`config.mk`:
```
export PLATFORM = sky130hd
export DESIGN_NAME = mux16_rr_arbiter
export DESIGN_NICKNAME = d
export VERILOG_FILES = /design/src/rtl/mux16_rr_arbiter.sv
export SDC_FILE = /design/constraint.sdc
export NUM_CORES = 1
export LEC_CHECK = 0
export ABC_AREA = 1
export CORE_AREA = 8 8 107 109
export DETAILED_ROUTE_END_ITERATION = 12
export DIE_AREA = 0 0 115 117
export MAX_ROUTING_LAYER = met4
export PLACE_DENSITY = 0.84
export SYNTH_ARGS = -nofsm -noshare
export SYNTH_HDL_FRONTEND = slang
export SYNTH_SLANG_ARGS = --single-unit
```
`constraint.sdc`:
```
create_clock -name clk -period 6.7 [get_ports clk]
set_input_delay 1.34 -clock clk [delete_from_list [all_inputs] [get_ports clk]]
set_output_delay 1.34 -clock clk [all_outputs]
set_load 0.02 [all_outputs]
```
`src/rtl/mux16_rr_arbiter.sv`:
```
// Round-robin arbiter sharing one 16:1 single-bit mux among 16 requesters.
// Registered one-hot grant and mux select, with a bounded hold time per owner.
module mux16_rr_arbiter #(
    parameter int MAX_HOLD = 8,
    parameter int HCNT_W   = 4
) (
    input  logic        clk,
    input  logic        rst_n,
    input  logic [15:0] req,
    output logic [15:0] gnt,
    output logic        gnt_valid,
    output logic        sel3,
    output logic        sel2,
    output logic        sel1,
    output logic        sel0,
    output logic        rearb
);
    typedef enum logic {IDLE, GRANT} state_t;

    localparam logic [HCNT_W-1:0] HOLD_LIM = HCNT_W'(MAX_HOLD);
    // With no limit the counter simply saturates at all-ones
    localparam logic [HCNT_W-1:0] HOLD_SAT = (MAX_HOLD == 0) ? {HCNT_W{1'b1}} : HOLD_LIM;

    state_t            state_reg, state_next;
    logic [15:0]       gnt_reg, gnt_next;
    logic [3:0]        sel_reg, sel_next;
    logic [3:0]        ptr_reg, ptr_next;
    logic [HCNT_W-1:0] hold_cnt_reg, hold_cnt_next;
    logic              rearb_reg, rearb_next;

    logic [15:0]       owner_oh;
    logic [4:0]        pick_idle;
    logic [4:0]        pick_rot;
    logic              own_req;
    logic              others;
    logic              limit_hit;
    logic              do_grant;
    logic [3:0]        win;

    // Returns {found, index} of the first set bit of r scanning start, start+1, ... mod 16
    function automatic logic [4:0] rr_pick(input logic [15:0] r, input logic [3:0] start);
        logic [3:0] idx;
        rr_pick = 5'd0;
        for (int i = 15; i >= 0; i--) begin
            idx = start + 4'(i);
            if (r[idx]) rr_pick = {1'b1, idx};
        end
    endfunction

    generate
        for (genvar gi = 0; gi < 16; gi++) begin : g_owner
            assign owner_oh[gi] = (sel_reg == 4'(gi));
        end
    endgenerate

    assign own_req   = req[sel_reg];
    assign others    = |(req & ~owner_oh);
    assign limit_hit = (MAX_HOLD != 0) && (hold_cnt_reg == HOLD_LIM);
    assign pick_idle = rr_pick(req, ptr_reg);
    // Rotation never re-selects the current owner
    assign pick_rot  = rr_pick(req & ~owner_oh, sel_reg + 4'd1);

    always_comb begin
        state_next    = state_reg;
        gnt_next      = gnt_reg;
        sel_next      = sel_reg;
        ptr_next      = ptr_reg;
        hold_cnt_next = hold_cnt_reg;
        rearb_next    = 1'b0;
        do_grant      = 1'b0;
        win           = pick_rot[3:0];

        case (state_reg)
            IDLE: begin
                if (pick_idle[4]) begin
                    do_grant = 1'b1;
                    win      = pick_idle[3:0];
                end else begin
                    gnt_next = '0;
                end
            end
            GRANT: begin
                if (others && (!own_req || limit_hit)) begin
                    do_grant = 1'b1;
                end else if (!own_req) begin
                    state_next    = IDLE;
                    gnt_next      = '0;
                    hold_cnt_next = '0;
                end else if (hold_cnt_reg != HOLD_SAT) begin
                    hold_cnt_next = hold_cnt_reg + HCNT_W'(1);
                end
            end
            default: state_next = IDLE;
        endcase

        if (do_grant) begin
            state_next    = GRANT;
            gnt_next      = 16'd1 << win;
            sel_next      = win;
            ptr_next      = win + 4'd1;
            hold_cnt_next = HCNT_W'(1);
            rearb_next    = 1'b1;
        end
    end

    always_ff @(posedge clk or negedge rst_n) begin
        if (!rst_n) begin
            state_reg    <= IDLE;
            gnt_reg      <= '0;
            sel_reg      <= '0;
            ptr_reg      <= '0;
            hold_cnt_reg <= '0;
            rearb_reg    <= 1'b0;
        end else begin
            state_reg    <= state_next;
            gnt_reg      <= gnt_next;
            sel_reg      <= sel_next;
            ptr_reg      <= ptr_next;
            hold_cnt_reg <= hold_cnt_next;
            rearb_reg    <= rearb_next;
        end
    end

    assign gnt                      = gnt_reg;
    assign gnt_valid                = |gnt_reg;
    assign {sel3, sel2, sel1, sel0} = sel_reg;
    assign rearb                    = rearb_reg;
endmodule
```
After elaboration in Yosys (flattened, before gate mapping)
Index checks and enable logic that the tools add are counted.
{"block": "totals", "in_bits": 18, "output_inout_bits": 22, "reg_bits": 30, "word_cells": 225}
{"block": "classes", "eq_ne": 22, "n_bitwise": 3, "shift": 1, "n_addsub": 33, "reduce_logical": 9, "magnitude_cmp": 33, "n_mux": 118}
{"cell": "$lt A4 B5 Y1 const B", "n": 33}
{"cell": "$bmux W1 S4", "n": 33}
{"cell": "$mux W4", "n": 23}
{"cell": "$mux W5", "n": 16}
{"cell": "$add A4 B4 Y4 const B", "n": 16}
{"cell": "$mux W16", "n": 4}
{"cell": "$mux W1", "n": 40}
{"cell": "$eq A4 B4 Y1 const B", "n": 9}
{"cell": "$add A4 B3 Y4 const B", "n": 8}
{"cell": "$pmux W16 S2", "n": 1}
{"cell": "$reduce_or A16 Y1", "n": 2}
{"cell": "$add A4 B1 Y4 const B", "n": 5}
{"cell": "$add A4 B2 Y4 const B", "n": 4}
{"cell": "$and A16 B16 Y16", "n": 1}
{"cell": "$eq A4 B3 Y1 const B", "n": 4}
{"cell": "$not A16 Y16", "n": 1}
{"cell": "$shl A1 B4 Y16 const A", "n": 1}
{"cell": "$eq A4 B2 Y1 const B", "n": 2}
{"cell": "$ne A3 B3 Y1 const B", "n": 2}
{"cell": "$reduce_and A3 Y1", "n": 2}
{"cell": "$eq A4 B1 Y1 const B", "n": 1}
{"cell": "$logic_not A4 Y1", "n": 1}
{"cell": "$ne A4 B4 Y1 const B", "n": 1}
{"cell": "$ne A3 B1 Y1 const B", "n": 1}
{"cell": "8 further kinds", "n": 8}

Depth between registers and ports, before layout
Gate-level depths: netlist (run 1).
{"block": "logic_depth", "depth_word": 25, "ltp_mapped": 36, "mapped_depth_nobuf": 35}

Least setup slack after synthesis (run 1)
OpenSTA, ideal clock, no wires.
{"block": "synth_timing", "path_type": "flip-flop to flip-flop", "from": "register sel_reg[1]", "to": "register ptr_reg[2]", "setup_ns": 0.133, "path_stages_with_launch": 34, "n_path_buf": 2, "slack_ns": 2.554, "synth_period_minus_slack_ns": 4.146, "t_arrival_ns": 4.013, "path_cell_list": "dfrtp_1 > clkinv_1 > ha_1 > buf_4 > inv_1 > buf_2 > ha_1 > a21oi_1 > xor2_1 > inv_1 > nand3_1 > nand2_1 > inv_1 > nand2_1 > nand2_1 > nand2_1 > nand2_1 > nand2_1 > nand2_1 > nand2_1 > nand2_1 > nand2_1 > nand3_1 > nand2_1 > nand2_1 > nand2_1 > nand2_1 > nand3_1 > nand2_2 > inv_1 > ha_1 > ha_1 > nand2_1 > o21ai_0"}
{"block": "synth_between", "elab_chain_len": 24}
{"item": "start, declared", "line": "26", "source": "logic [3:0] sel_reg, sel_next;"}
{"item": "start signal, assigned", "line": "117", "source": "sel_reg <= sel_next;"}
{"item": "parallel branches: the longest is 20 deep, another holds $add A4 B1 Y4"}
{"item": "$mux W4 *", "line": "46", "source": "if (r[idx]) rr_pick = {1'b1, idx};"}
{"item": "$mux W4", "line": "75", "source": "if (pick_idle[4]) begin"}
{"item": "$mux W4 *", "line": "73", "source": "case (state_reg)"}
{"item": "named net win[0]", "line": "38", "source": "logic [3:0] win;"}
{"item": "$add A4 B1 Y4 *", "line": "100", "source": "ptr_next = win + 4'd1;"}
{"item": "end signal, assigned", "line": "118", "source": "ptr_reg <= ptr_next;"}
{"item": "end, declared", "line": "27", "source": "logic [3:0] ptr_reg, ptr_next;"}
Mark *: on every way through the listed nets, which the timed path passes. The select of a mux whose other input is x is not followed.
A chain may end at the register's enable or synchronous reset.

Worst setup path after layout (run 1)
Ends and elaborated chain as after synthesis.

==> run metrics, run 1 <==
final hold vios=0; DRT iter0 DRCs=837; Rows=37; Hold Path Class=reg -> reg; largest net degree at the start of global routing=42; Worst R2R Setup Slack=1.37 ns; clk buf depth=2; Yosys warnings=0; crit path DAT=5.49 ns; die height=117 um; worst-skew pair later-pin latency=0.29 ns; Place WS=1.513 ns; Min-Delay Endpoint=gnt[14]; drt wl/cell=15.11 um; MaxCap Viol Count=0; Final min period=5.328 ns; share of cells above drive strength 1=0.06925; # DRC=0; vias per cell=5.739; final wirelength=16460 um; Synth Instances=930; # diodes=0; fin nets=992; setup TNS=0 ns; hold buffers post-CTS=0; Tot GR Track Use=0.2518; final setup vio count=0; core area=9907 sq um; syn_area_per_cell=5.677 sq um; Final WS setup=1.372 ns; Routability Congestion=1.017; io pins=40; Yosys reg bits=30; vias=6250; global route overflow=0; status=finished, final reports clean; max-slew violations=0; top fanout value on the critical path=18; CP startpoint=sel_reg[1]; initial antenna violation count=0; Clock transition at path regs=0.07 ns; Startpoint Class=flop; max FFs per register=16; syn nets=970; number of flops mapped to enable cells by yosys=0; WP data required=6.86 ns; Placed Cells=1081; initial core utilization=0.5330; post-route cell area=5777 sq um; final period utilization=0.7952; Syn Std Cell Area=5280 sq um; Root Driver=clkbuf_8; family with the most delay on the worst path=simple AND/OR/NAND/NOR gates; Layout fillers=1016; slowest cell delay on critical path=0.89 ns; R2R Path Start=sel_reg[1]; Unique masters post-synth=49; Worst Skew=0.006464 ns; commonest non-fill, non-tap cell in the layout=nand2_1; Die Span X=115 um; top achievable clock speed=187.7 MHz; CTS tree=yes; fin cells=1089; DRT Pass-1 Iters=5; Worst-Margin Slew=1.060 ns; most frequent cells in the layout=nand2_1, nand3_1, a21oi_1; post-cts resize count=0; Antenna Violating Nets Remaining=0; Slowest cell on crit path=xor2_1; H-tree depth=2; min-delay src=gnt[14]; first-pass GRT wire length=26940 um; Async SR Flop Fraction=1.000; synth-to-layout area growth=9.408%; # clock sinks=30; ys flop type=dfrtp_1; worst path bufs/invs=2; crit-path most repeated cell=nand2_1; FF-to-FF path depth=30; worst reg2reg path endpoint=ptr_reg[2]; unrepaired setup endpoints after global routing=false; I/O Buffers=39; Setup crit end kind=flop; HPWL after DPL=12710 um; Crit Path Class=reg -> reg; vias in the first global route=5575; sequential share of the synthesized area=0.1422; die area=13460 sq um; hold path cells=2; Area after DPL=5668 sq um; Post-CTS Setup Inserts=0; Slew HR=0.2911; CTS Buf Count=5
layout make-up:
| type | count | area (sq um) | area share |
|---|---|---|---|
| clock buffer | 5 | 68.82 | 0.01191 |
| clock inverter | 3 | 40.04 | 0.006931 |
| tap | 136 | 170.2 | 0.02946 |
| sequential | 30 | 750.7 | 0.1300 |
| multi-input combinational | 782 | 3988 | 0.6903 |
| inverter | 91 | 346.6 | 0.06000 |
| timing repair buffer | 42 | 412.9 | 0.07147 |
worst max path at each step:
stage / to / slack (ns) / depth (start not counted)
after detailed placement: ptr_reg[2] / 1.51 / 32
after global placement: ptr_reg[2] / 1.59 / 30
after floorplan: ptr_reg[2] / 2.55 / 33
after global routing: ptr_reg[2] / 0.98 / 32
final: ptr_reg[2] / 1.37 / 30
after CTS: ptr_reg[2] / 1.49 / 30
kinds of logic after synthesis:
family,Yosys count,share of synthesized area
AOI/OAI and AO/OA,170,0.1794
muxes,2,0.003792
buffers and inverters,118,0.1026
xor gates and xnor gates,18,0.04408
adders and majority gates,22,0.05213
and+or+nand+nor,570,0.4758
DFF,30,0.1422
synthesized netlist by cell type (all sizes together) (2+ instances only):
master,number,area (sq um)
nand4,4,25.02
nor2,18,93.84
dfrtp,30,750.7
inv,87,331.6
or2,4,27.53
xnor2,3,33.79
buf,26,191.4
nor4,8,50.05
ha,22,275.3
nand3,145,758.2
xor2,15,198.9
o211ai,8,60.06
clkinv,4,15.01
o21ai,66,352.9
nand2,389,1546
a31oi,2,12.51
o21a,3,22.52
mux2i,2,20.02
a221oi,4,35.03
a22o,4,35.03
a21oi,80,407.9
routing by layer:
metal | track usage | vias up | share of wire
met5 | - | - | 0
met4 | 0.06042 | 0 | 0.012
met3 | 0.02976 | 23 | 0.083
met2 | 0.3858 | 295 | 0.44
met1 | 0.3466 | 2822 | 0.47
li1 | - | 3110 | -
worst reg2reg max path, delay by kind of cell, from the launching register on:
family | cells | cell delay (ns)
compound gates | 2 | 0.17
xor+xnor | 1 | 0.89
fa+ha+maj | 3 | 1.30
buf+inv | 2 | 0.45
flops | 1 | 0.56
simple gates | 22 | 1.82
stage by stage:
step,hold WS [ns],util
after detailed placement,0.5090,0.5721
after CTS,0.5303,0.5831
after global placement,0.5035,0.5721
final,0.5285,0.5831
after floorplan,0.5014,-
after global routing,0.5573,0.5831
Power of run 1 is not shown: default switching activity piles up to over one toggle a cycle in this logic, so the estimate is an artifact.
==> run 2, diff against run 1 <==
==> constraint.sdc (replaced) <==
create_clock -name clk -period 5.3 [get_ports clk]
set_input_delay 1.06 -clock clk [delete_from_list [all_inputs] [get_ports clk]]
set_output_delay 1.06 -clock clk [all_outputs]
set_load 0.02 [all_outputs]
==> run 2 against run 1 <==
  * Critical path type unchanged
  * Non-clock buffer count up 12
  * Critical endpoint unchanged
  * Routed wire length up 0.42%
  * Hold slack worse by 0.0099 ns
  * Register-to-register slack worse by 0.66 ns
  * Highest routed layer unchanged
==> run metrics, run 2 (synthesis gave the netlist of run 1 again) <==
setup TNS=0 ns; initial antenna violation count=0; post-cts resize count=0; DRT Pass-1 Iters=5; initial core utilization=0.5330; io pins=40; # clock sinks=30; synth-to-layout area growth=10.78%; top achievable clock speed=218.1 MHz; CP startpoint=sel_reg[0]; worst reg2reg path endpoint=ptr_reg[2]; Tot GR Track Use=0.2587; worst-skew pair later-pin latency=0.28 ns; # DRC=0; most frequent cells in the layout=nand2_1, nand3_1, a21oi_1; FF-to-FF path depth=31; fin nets=1004; Rows=37; clk buf depth=2; MaxCap Viol Count=0; hold buffers post-CTS=0; global route overflow=0; CP endpoint=ptr_reg[2]; final setup vio count=0; fin cells=1101; Final min period=4.585 ns; vias in the first global route=5802; crit-path most repeated cell=nand2_1; Die Span X=115 um; Placed Cells=1093; die area=13460 sq um; max FFs per register=16; Worst Skew=0.007603 ns; Slowest cell on crit path=xor2_1; commonest non-fill, non-tap cell in the layout=nand2_1; Post-CTS Setup Inserts=0; Antenna Violating Nets Remaining=0; DRT iter0 DRCs=640; Hold Path Class=reg -> reg; Root Driver=clkbuf_8; drt wl/cell=15.01 um; unrepaired setup endpoints after global routing=false; Routability Congestion=1.028; CTS Buf Count=5; Clock transition at path regs=0.07 ns; Crit Path Class=reg -> reg; post-route cell area=5849 sq um; I/O Buffers=39; R2R Path Start=sel_reg[0]; status=finished, final reports clean; Startpoint Class=flop; share of cells above drive strength 1=0.07979; top fanout value on the critical path=18; # diodes=0; Slew HR=0.4979; final period utilization=0.8652; die height=117 um; first-pass GRT wire length=27780 um; minimum hold slack=0.5187 ns; H-tree depth=2; max-slew violations=0; final wirelength=16530 um; slowest cell delay on critical path=0.64 ns; vias=6294; WP data required=5.45 ns; Worst R2R Setup Slack=0.71 ns; Area after DPL=5758 sq um; Setup crit end kind=flop; crit path DAT=4.73 ns; final hold vios=0; CTS tree=yes; Worst-Margin Slew=0.7506 ns; Layout fillers=1033; hold path cells=2; largest net degree at the start of global routing=33; HPWL after DPL=12910 um; vias per cell=5.717; core area=9907 sq um
[run 2: changes by cell type in the layout (fill, tap and decap cells not counted)]
| cell | before | now |
|---|---|---|
| clkbuf_1 | 0 | 1 |
| bufinv_16 | 1 | 0 |
| clkbuf_8 | 5 | 6 |
| buf_4 | 3 | 15 |
| clkinv_2 | 2 | 1 |
[run 2: stage by stage]
step | utilization | setup slack [ns]
2_1_floorplan | - | 1.154
5_1_grt | 0.5904 | 0.2827
3_5_place_dp | 0.5812 | 0.6540
6_report | 0.5904 | 0.7146
3_3_place_gp | 0.5812 | 0.6949
4_1_cts | 0.5904 | 0.8076
[run 2: worst min-delay path by stage]
| stage | to | start |
|---|---|---|
| finish | gnt[6] | gnt[6] |
| global route | gnt[9] | gnt[9] |
| CTS | gnt[6] | gnt[6] |
| detailed placement | gnt[6] | gnt[6] |
| global placement | gnt[9] | gnt[9] |
| floorplan | hold_cnt_reg[0] | hold_cnt_reg[0] |
[run 2: layout make-up]
class	count	area [sq um]	share of cell area
well taps	136	170.2	0.02909
repair buffers	54	503.0	0.08599
clock inverters	1	5.005	0.0008556
flip-flops and latches	30	750.7	0.1283
inverters	91	346.6	0.05925
clock buffers	7	86.33	0.01476
multi-input cells	782	3988	0.6817
[run 2: per-layer routing]
metal	share of wire	global-route usage
met5	0	-
met4	0.013	0.05867
met1	0.46	0.3501
met2	0.44	0.4041
met3	0.093	0.03232
[run 2: worst max-delay path: cells and delay by family (launching register included)]
kind,cells,cell delay (ns)
xor+xnor,1,0.64
compound gates,1,0.08
simple gates,22,1.76
buf+inv,4,0.54
flops,1,0.62
fa+ha+maj,3,0.79
Power of run 2 is left out for the same reason.
